===== config.mk =====
export PLATFORM = sky130hd
export DESIGN_NAME = md_unit
export DESIGN_NICKNAME = d
export VERILOG_FILES = /design/src/rtl/cpu_types_pkg.sv /design/src/rtl/md_step.sv /design/src/rtl/md_unit.sv
export SDC_FILE = /design/constraint.sdc
export NUM_CORES = 1
export LEC_CHECK = 0
export CORE_MARGIN = 2
export CORE_UTILIZATION = 40
export CTS_BUF_LIST = sky130_fd_sc_hd__clkbuf_8
export DETAILED_ROUTE_END_ITERATION = 10
export PLACE_DENSITY_LB_ADDON = 0.15
export SYNTH_ARGS = -nofsm -noshare
export SYNTH_HDL_FRONTEND = slang
export SYNTH_SLANG_ARGS = --single-unit

===== constraint.sdc =====
create_clock -name CLK -period 12.1 [get_ports CLK]
set_clock_uncertainty 0.2 [all_clocks]
set_input_delay 3.63 -clock CLK [delete_from_list [all_inputs] [get_ports CLK]]
set_output_delay 3.63 -clock CLK [all_outputs]
set_load 0.05 [all_outputs]

===== src/rtl/cpu_types_pkg.sv =====
// Shared types for the execute-stage multiply/divide unit.
//   WORD_W   : datapath width
//   MD_ITER  : iterations per multiply/divide
//   ACC_W    : {carry|rem_msb, hi/rem, lo/quot} working register width
//   mdop_t   : multiply/divide opcode
//   md_state_t : md_unit FSM states
//   abs_w()  : two's-complement magnitude (0x8000_0000 maps to itself)
package cpu_types_pkg;

  localparam int WORD_W  = 32;
  localparam int MD_ITER = 32;
  localparam int ACC_W   = 2 * WORD_W + 1;

  typedef enum logic [1:0] {
    MD_MULT  = 2'd0,
    MD_MULTU = 2'd1,
    MD_DIV   = 2'd2,
    MD_DIVU  = 2'd3
  } mdop_t;

  typedef enum logic [1:0] {
    S_IDLE = 2'd0,
    S_RUN  = 2'd1,
    S_FIX  = 2'd2
  } md_state_t;

  function automatic logic [WORD_W-1:0] abs_w(input logic [WORD_W-1:0] v);
    return v[WORD_W-1] ? (~v + 1'b1) : v;
  endfunction

endpackage


===== src/rtl/md_step.sv =====
// One iteration of the multiply/divide datapath (purely combinational).
//   is_div  : 1 = restoring-divide step, 0 = shift-add multiply step
//   acc     : multiply {carry, acc_hi, acc_lo} / divide {rem[32:0], quot}
//   opnd    : multiplicand (multiply) or divisor (divide)
//   acc_nxt : next working register; in divide mode quot[0] is left 0
//   qbit    : quotient bit for this step (divide only, 0 in multiply)
module md_step
  import cpu_types_pkg::*;
(
  input  logic              is_div,
  input  logic [ACC_W-1:0]  acc,
  input  logic [WORD_W-1:0] opnd,
  output logic [ACC_W-1:0]  acc_nxt,
  output logic              qbit
);

  logic [WORD_W:0]   mul_sum;
  logic [WORD_W:0]   rem_sh;
  logic [WORD_W-1:0] quot_sh;
  logic [WORD_W+1:0] diff;

  always_comb begin
    mul_sum = acc[ACC_W-1:WORD_W] + {1'b0, (acc[0] ? opnd : '0)};

    // The remainder is always below the divisor, so its MSB is zero before
    // the shift and nothing is lost off the top.
    rem_sh  = {acc[2*WORD_W-1:WORD_W], acc[WORD_W-1]};
    quot_sh = {acc[WORD_W-2:0], 1'b0};
    diff    = {1'b0, rem_sh} - {2'b00, opnd};

    acc_nxt = '0;
    qbit    = 1'b0;
    if (is_div) begin
      qbit = ~diff[WORD_W+1];
      if (qbit) acc_nxt = {diff[WORD_W:0], quot_sh};
      else      acc_nxt = {rem_sh, quot_sh};
    end else begin
      acc_nxt = {1'b0, mul_sum, acc[WORD_W-1:1]};
    end
  end

endmodule


===== src/rtl/md_unit.sv =====
// Iterative MULT/MULTU/DIV/DIVU unit writing architectural HI/LO.
//   CLK, RST        : clock, asynchronous active-high reset
//   start, mdop     : launch an operation (sampled in IDLE only)
//   port_a, port_b  : rs / rt operands
//   mthi, mtlo, wdat: direct HI/LO writes, IDLE and start = 0 only
//   busy            : state != IDLE
//   done, divzero   : one-cycle pulses when HI/LO take a new result
//   hi, lo          : architectural HI/LO
//
// state | meaning
// IDLE  | waiting for start; accepts mthi/mtlo
// RUN   | MD_ITER shift-add / restoring-divide iterations
// FIX   | sign correction, HI/LO write, done pulse
module md_unit
  import cpu_types_pkg::*;
(
  input  logic              CLK,
  input  logic              RST,
  input  logic              start,
  input  mdop_t             mdop,
  input  logic [WORD_W-1:0] port_a,
  input  logic [WORD_W-1:0] port_b,
  input  logic              mthi,
  input  logic              mtlo,
  input  logic [WORD_W-1:0] wdat,
  output logic              busy,
  output logic              done,
  output logic              divzero,
  output logic [WORD_W-1:0] hi,
  output logic [WORD_W-1:0] lo
);

  md_state_t         state_q, state_d;
  logic [5:0]        count_q;
  mdop_t             op_q;
  logic              neg_res_q;
  logic              neg_rem_q;
  logic              dz_q;
  logic [WORD_W-1:0] a_raw_q;
  logic [WORD_W-1:0] opnd_q;
  logic [ACC_W-1:0]  acc_q;
  logic [WORD_W-1:0] hi_q, lo_q;
  logic              done_q, divzero_q;

  logic              in_signed, in_div, op_div;
  logic [WORD_W-1:0] mag_a, mag_b;
  logic [ACC_W-1:0]  step_acc;
  logic              step_q;
  logic [2*WORD_W-1:0] prod;
  logic [WORD_W-1:0] quot, rem;
  logic [WORD_W-1:0] res_hi, res_lo;

  always_comb begin
    in_signed = (mdop == MD_MULT) || (mdop == MD_DIV);
    in_div    = (mdop == MD_DIV)  || (mdop == MD_DIVU);
    mag_a     = in_signed ? abs_w(port_a) : port_a;
    mag_b     = in_signed ? abs_w(port_b) : port_b;
    op_div    = (op_q == MD_DIV) || (op_q == MD_DIVU);
  end

  md_step u_step (
    .is_div  (op_div),
    .acc     (acc_q),
    .opnd    (opnd_q),
    .acc_nxt (step_acc),
    .qbit    (step_q)
  );

  // Sign fix-up; the flags are zero for unsigned ops so this is a pass-through.
  always_comb begin
    prod   = neg_res_q ? -acc_q[2*WORD_W-1:0] : acc_q[2*WORD_W-1:0];
    quot   = neg_res_q ? -acc_q[WORD_W-1:0] : acc_q[WORD_W-1:0];
    rem    = neg_rem_q ? -acc_q[2*WORD_W-1:WORD_W] : acc_q[2*WORD_W-1:WORD_W];
    res_hi = prod[2*WORD_W-1:WORD_W];
    res_lo = prod[WORD_W-1:0];
    if (op_div) begin
      if (dz_q) begin
        res_hi = a_raw_q;
        res_lo = '1;
      end else begin
        res_hi = rem;
        res_lo = quot;
      end
    end
  end

  always_comb begin
    state_d = state_q;
    case (state_q)
      S_IDLE:  if (start) state_d = S_RUN;
      S_RUN:   if (count_q == 6'(MD_ITER - 1)) state_d = S_FIX;
      S_FIX:   state_d = S_IDLE;
      default: state_d = S_IDLE;
    endcase
  end

  always_ff @(posedge CLK or posedge RST) begin
    if (RST) state_q <= S_IDLE;
    else     state_q <= state_d;
  end

  always_ff @(posedge CLK or posedge RST) begin
    if (RST) begin
      count_q   <= '0;
      op_q      <= MD_MULT;
      neg_res_q <= 1'b0;
      neg_rem_q <= 1'b0;
      dz_q      <= 1'b0;
      a_raw_q   <= '0;
      opnd_q    <= '0;
      acc_q     <= '0;
      hi_q      <= '0;
      lo_q      <= '0;
      done_q    <= 1'b0;
      divzero_q <= 1'b0;
    end else begin
      done_q    <= 1'b0;
      divzero_q <= 1'b0;
      case (state_q)
        S_IDLE: begin
          if (start) begin
            op_q      <= mdop;
            neg_res_q <= in_signed & (port_a[WORD_W-1] ^ port_b[WORD_W-1]);
            neg_rem_q <= in_signed & port_a[WORD_W-1];
            dz_q      <= in_div & (port_b == '0);
            a_raw_q   <= port_a;
            count_q   <= '0;
            // Multiply iterates over the multiplier in acc_lo; divide shifts
            // the dividend out of the quotient field. Both start with the
            // upper accumulator cleared.
            acc_q     <= {{(WORD_W+1){1'b0}}, (in_div ? mag_a : mag_b)};
            opnd_q    <= in_div ? mag_b : mag_a;
          end else begin
            if (mthi) hi_q <= wdat;
            if (mtlo) lo_q <= wdat;
          end
        end
        S_RUN: begin
          acc_q   <= op_div ? {step_acc[ACC_W-1:1], step_q} : step_acc;
          count_q <= count_q + 6'd1;
        end
        S_FIX: begin
          hi_q      <= res_hi;
          lo_q      <= res_lo;
          done_q    <= 1'b1;
          divzero_q <= dz_q;
        end
        default: ;
      endcase
    end
  end

  assign busy    = (state_q != S_IDLE);
  assign done    = done_q;
  assign divzero = divzero_q;
  assign hi      = hi_q;
  assign lo      = lo_q;

endmodule


==> results of run 1 <==
==> cell usage in the layout, fill, tap and decap left out, types with 28 or more instances in the layout <==
master             n
nor3_1            39
xnor2_1          110
o22ai_1           45
nand2b_1          29
a211oi_1          54
buf_4             28
xor2_1            83
nor2_1           184
clkbuf_8          53
nand3_1           44
ha_1              69
mux2i_1           56
inv_1             78
o21ai_0          222
a21oi_1          187
nand2_1          300
clkdlybuf4s50_1  168
dfrtp_1          205
o211ai_1          34
a21o_1            39
==> through the flow <==
stage / instance area, um2 / utilization (%) / cells / total power [mW]
4_1_cts: 19700 / 47.3 / 2840 / 5.29
6_report: 19700 / 47.3 / 2841 / 5.34
3_3_place_gp: 18900 / 45.3 / 2769 / 4.51
5_1_grt: 19700 / 47.3 / 2840 / 5.72
2_1_floorplan: 16900 / - / 2190 / 3.51
3_5_place_dp: 18900 / 45.3 / 2769 / 4.53
==> metal layers <==
metal / vias up / part of all wire [%] / global-route usage [%]
met5: - / 0 / 0
met4: 0 / 3.3 / 10.9
met3: 104 / 8.8 / 6.11
met2: 747 / 44 / 45.7
met1: 8208 / 44 / 42.9
li1: 8006 / - / -
==> critical path, stage by stage <==
cell,delay [ns]
clkdlybuf4s50_1,0.49
nor4_1,0.43
nor3b_1,0.57
and3_1,0.34
nand2_1,0.13
o21ai_0,0.24
xnor2_1,0.17
nor2_1,0.07
a211oi_1,0.29
a211oi_1,0.07
a21oi_1,0.16
==> flip-flops by register name, indices dropped and copies added, names as in the netlist <==
register   count
dz_q           1
done           1
hi            32
opnd_q        32
a_raw_q       32
lo            32
neg_rem_q      1
neg_res_q      1
state_q        2
divzero        1
op_q           1
count_q        6
acc_q         65
==> cell families (layout without fill, tap and decap cells) <==
logic type	Yosys count	in the layout
fa+ha+maj	71	71
other cells	0	1
flops	207	207
mux	61	61
xor+xnor	193	193
compound gates	724	724
simple gates	709	709
buf+inv	225	336
==> power by group through the flow <==
stage	logic, mW	clock network, mW	registers [mW]
floorplan	2.21	0	1.30
global placement	3.17	0	1.34
detailed placement	3.19	0	1.34
CTS	3.20	0.753	1.33
global route	3.57	0.782	1.37
finish	3.26	0.743	1.35
==> area by class of cell <==
cell class	instances	area share, %
clock buffer	53	3.69
antenna	1	0.0127
timing repair buffer	197	9.60
clock inverter	18	0.513
multi-input combinational	1758	55.2
tap	539	3.41
inverter	68	1.33
sequential	207	26.3
==> worst max-delay path by stage <==
| stage | endpoint | slack (ns) | depth (start not counted) |
|---|---|---|---|
| 6_report | acc_q[24]$_DFFE_PP0P_ | 5.82 | 11 |
| 5_1_grt | acc_q[24]$_DFFE_PP0P_ | 5.57 | 11 |
| 4_1_cts | acc_q[24]$_DFFE_PP0P_ | 5.87 | 11 |
| 3_5_place_dp | acc_q[24]$_DFFE_PP0P_ | 5.29 | 11 |
| 3_3_place_gp | acc_q[24]$_DFFE_PP0P_ | 5.27 | 11 |
| 2_1_floorplan | a_raw_q[0]$_DFFE_PP0P_ | 2.62 | 1 |
==> metrics, run 1 <==
status=finished, final reports clean; Vias/cell=6.01; Core Region=41800 um2; largest family of logic cells by synthesized area=compound AO/OA/AOI/OAI gates; slew margin rel.=17.4%; net switching power=2.72 mW; Seq/Total Area, Yosys=30.7%; worst skew pair latency=0.61 ns; Mapped Cells=2190; Worst-Margin Slew=1.23 ns; initial DRC count=1721; GP Congestion=1.00; final worst path period need=6.28 ns; ys async rst share=100%; DP Wirelength=50800 um; synthesized cell area=16900 um2; HP Class=reg -> reg; Req. time, crit path=12.42 ns; CP Launch Type=input port; Post-DRT Antenna Nets=0; distinct cell type count after synthesis=71; predominant post-synthesis flop cell=dfrtp_1; CTS Buf Count=41; CTS root buf=clkbuf_8; Hold Fails Final Rpt=0; gr usage total=30.2%; die height=209 um; worst setup margin=5.82 ns; routed wire length=66700 um; postcts setup bufs=0; hold worst-path end=count_q[5]$_DFFE_PP0P_; post-synthesis compound-gate area fraction=26.4%; WP data arrival=6.60 ns; Detailed Routing Iterations Pass 1=8; Synth Area in XOR/XNOR=10.0%; # Max-Cap Violations=0; largest net degree at the start of global routing=107; most frequent cells after synthesis=nand2_1, o21ai_0, dfrtp_1, a21oi_1, nor2_1; register area=5180 um2; H-tree levels=2; wire per inst=23.5 um; initial antenna violation count=2; syn_area_per_cell=7.71 um2; dpl ws=5.29 ns; PwrDens=271 nW/um2; Clock transition at path regs=0.06 ns; R2R Setup Slk=6.92 ns; worst reg2reg endpoint=acc_q[62]$_DFFE_PP0P_; reg2reg start=acc_q[31]$_DFFE_PP0P_; total leakage power=8.27 nW; Synth Net Count=2364; cts repair resizes=0; setup violators final=0; sw frac=51.0%; total grt overflow=0; FP Rows=75; hold path depth=1; #FFs+latches synth=207; Post-synth EDFFs=0; Hold Buf Count CTS=0; Comb power frac=60.9%; layout cell share with drive strength beyond 1=4.95%; Int Pwr=2.62 mW; Max VDD drop=0.000103 V; Synth top area share=30.7%; clock buffer depth=3; R2R depth=13; Slew Viols, Final=0; CP Max Fanout=5; area taken by multi-input logic gates=10900 um2; TritonCTS clock tree=built; CP startpoint=port_b[3]; mux cell area share after synthesis=3.65%; CTS Sinks=207; accumulated negative setup slack=0 ns; vias in the first global route=16092; drc violations=0; first-pass GRT wire length=101000 um; Max Clk Rate=159 MHz; WS Path Type=in -> reg; port buffer count=169; initial core utilization=40.4%; unrepaired setup endpoints after global routing=false; fillcell total=4214; I/O pin cnt=170; register share of total power=25.2%; CP endpoint kind=flip-flop; Area growth syn-to-layout=17.0%; HP Start=count_q[5]$_DFFE_PP0P_; most frequent cell after synthesis=nand2_1; top cells by area, synth=dfrtp_1, nand2_1, o21ai_0; post-synth top area cell=dfrtp_1; Fin Hold WS=0.270 ns; Post-Synth Adder-Cell Area=5.35%; clock share of power=13.9%; Tcrit/Tclk final=51.9%; die area=43900 um2; post-synthesis simple-gate area fraction=18.8%; synth warn=0; nets=2447; Vias=17065; die extent in x=209 um
No activity file was read; power rests on OpenSTA's default activity.
==> run 2, diff against run 1 <==
Clock period 12.1 ns to 6.14 ns, I/O delays scaled along.
==> run 2 against run 1 <==
Effect of this change: wire length shrank 2.3%; cell count grew 0.18%; setup slack lost 4.5 ns; non-clock buffer count grew 7; sequential share of layout area is essentially flat; register-to-register slack lost 5.6 ns; largest cell class unchanged; global-route usage shrank 0.85 points.
==> metrics, run 2 (same netlist as run 1, synthesis figures left out) <==
setup violators final=0; Vias/cell=6.00; CP Launch Type=flip-flop; Req. time, crit path=6.41 ns; cts repair resizes=0; status=finished, final reports clean; CP Max Fanout=26; CTS Sinks=207; dpl ws=1.20 ns; WS Path Type=reg -> reg; max FFs per register=65; wire per inst=22.9 um; first-pass GRT wire length=99000 um; Core Region=41800 um2; cell area after layout=19800 um2; post-route insts no fill=2846; HP Class=reg -> reg; PwrDens=524 nW/um2; initial antenna violation count=1; CTS Buf Count=41; crit path max-delay cell type=a41oi_4; Top reg by flops=acc_q; most frequent CP cell=o21ai_0; WP data arrival=5.09 ns; slew margin rel.=18.3%; Max VDD drop=0.000186 V; antenna cells=0; placed cell areas=19000 um2; most common cell after layout, fill and taps aside=nand2_1; GR Util met3=5.28%; largest net degree at the start of global routing=137; GR peak layer=met2; Detailed Routing Iterations Pass 1=6; CTS root buf=clkbuf_8; worst setup margin=1.32 ns; die area=43900 um2; routed wire length=65100 um; Worst-Margin Slew=1.22 ns; Area growth syn-to-layout=17.1%; CP bufs+invs=2; most frequent cells in the layout=nand2_1, o21ai_0, dfrtp_1; accumulated negative setup slack=0 ns; H-tree levels=2; total leakage power=8.28 nW; initial core utilization=40.4%; Post-DRT Antenna Nets=0; nets=2454; Clock transition at path regs=0.06 ns; CP endpoint kind=flip-flop; unrepaired setup endpoints after global routing=false; gr usage total=29.4%; met2 Use GR=45.3%; Hold Fails Final Rpt=0; fin util=47.4%; port buffer count=169; vias in the first global route=16003; # Max-Cap Violations=0; Tcrit/Tclk final=78.5%; final worst path period need=4.82 ns; worst skew pair latency=0.60 ns; GR Util met1=42.9%; FP Rows=75; overall power=10.4 mW; GP Congestion=0.964; Top Family by Delay on Critical Path=compound AO/OA/AOI/OAI gates; die extent in x=209 um; Max Clk Rate=208 MHz; postcts setup bufs=0; Placed Cells=2776; TritonCTS clock tree=built; cells along the critical path=ha_1 > a211o_1 > o211ai_1 > o21ai_0 > buf_4 > o21ai_0 > o21ai_0 > a41oi_4 > buf_4 > mux2_2 > a21oi_1 > nor2_1; total grt overflow=0; Vias=17068; I/O pin cnt=170; clock buffer depth=3; fillcell total=4186; Hold Buf Count CTS=0; layout cell share with drive strength beyond 1=5.24%; Fin Hold WS=0.274 ns; initial DRC count=1874; DP Wirelength=49600 um; Slew Viols, Final=0; drc violations=0; CP max stage delay=0.86 ns; die height=209 um
[run 2: cell types whose count changed in the layout (fill, tap and decap cells not counted), sizes merged]
cell and change:
buf +7, clkinvlp +3, inv -3, clkbuf -2
clkinv +2, bufinv -1, diode -1
[run 2: final cells by class]
| cell class | count | area [um2] | share of cell area [%] |
|---|---|---|---|
| Clock buffer | 51 | 702 | 3.55 |
| Inverter | 68 | 259 | 1.31 |
| Tap cell | 539 | 674 | 3.41 |
| Multi-Input combinational cell | 1758 | 10900 | 55.1 |
| Clock inverter | 19 | 83.8 | 0.424 |
| Sequential cell | 207 | 5180 | 26.2 |
| Timing Repair Buffer | 204 | 1970 | 9.98 |
[run 2: power by group]
part / leakage, nW / internal (mW) / switching (mW)
Combinational: 5.31 / 2.53 / 3.77
Clock: 0.452 / 0.743 / 0.645
Sequential: 2.51 / 1.84 / 0.832
[run 2: worst paths after layout]
check | depth (start not counted) | from | to | slack, ns
setup / recovery | 12 | acc_q[37]$_DFFE_PP0P_ | acc_q[33]$_DFFE_PP0P_ | 1.32
hold / removal | 1 | count_q[5]$_DFFE_PP0P_ | count_q[5]$_DFFE_PP0P_ | 0.27
setup reg to reg | 12 | acc_q[37]$_DFFE_PP0P_ | acc_q[33]$_DFFE_PP0P_ | 1.32
hold reg to reg | 1 | count_q[5]$_DFFE_PP0P_ | count_q[5]$_DFFE_PP0P_ | 0.27
max in group asynchronous | 3 | RST | op_q[1]$_DFFE_PP0P_ | 3.20
min in group asynchronous | 2 | RST | acc_q[63]$_DFFE_PP0P_ | 1.28
[run 2: routing by layer]
layer,vias up,part of all wire (%)
li1,8009,-
met1,8279,46
met2,692,44
met3,88,8.0
met4,0,2.0
met5,-,0
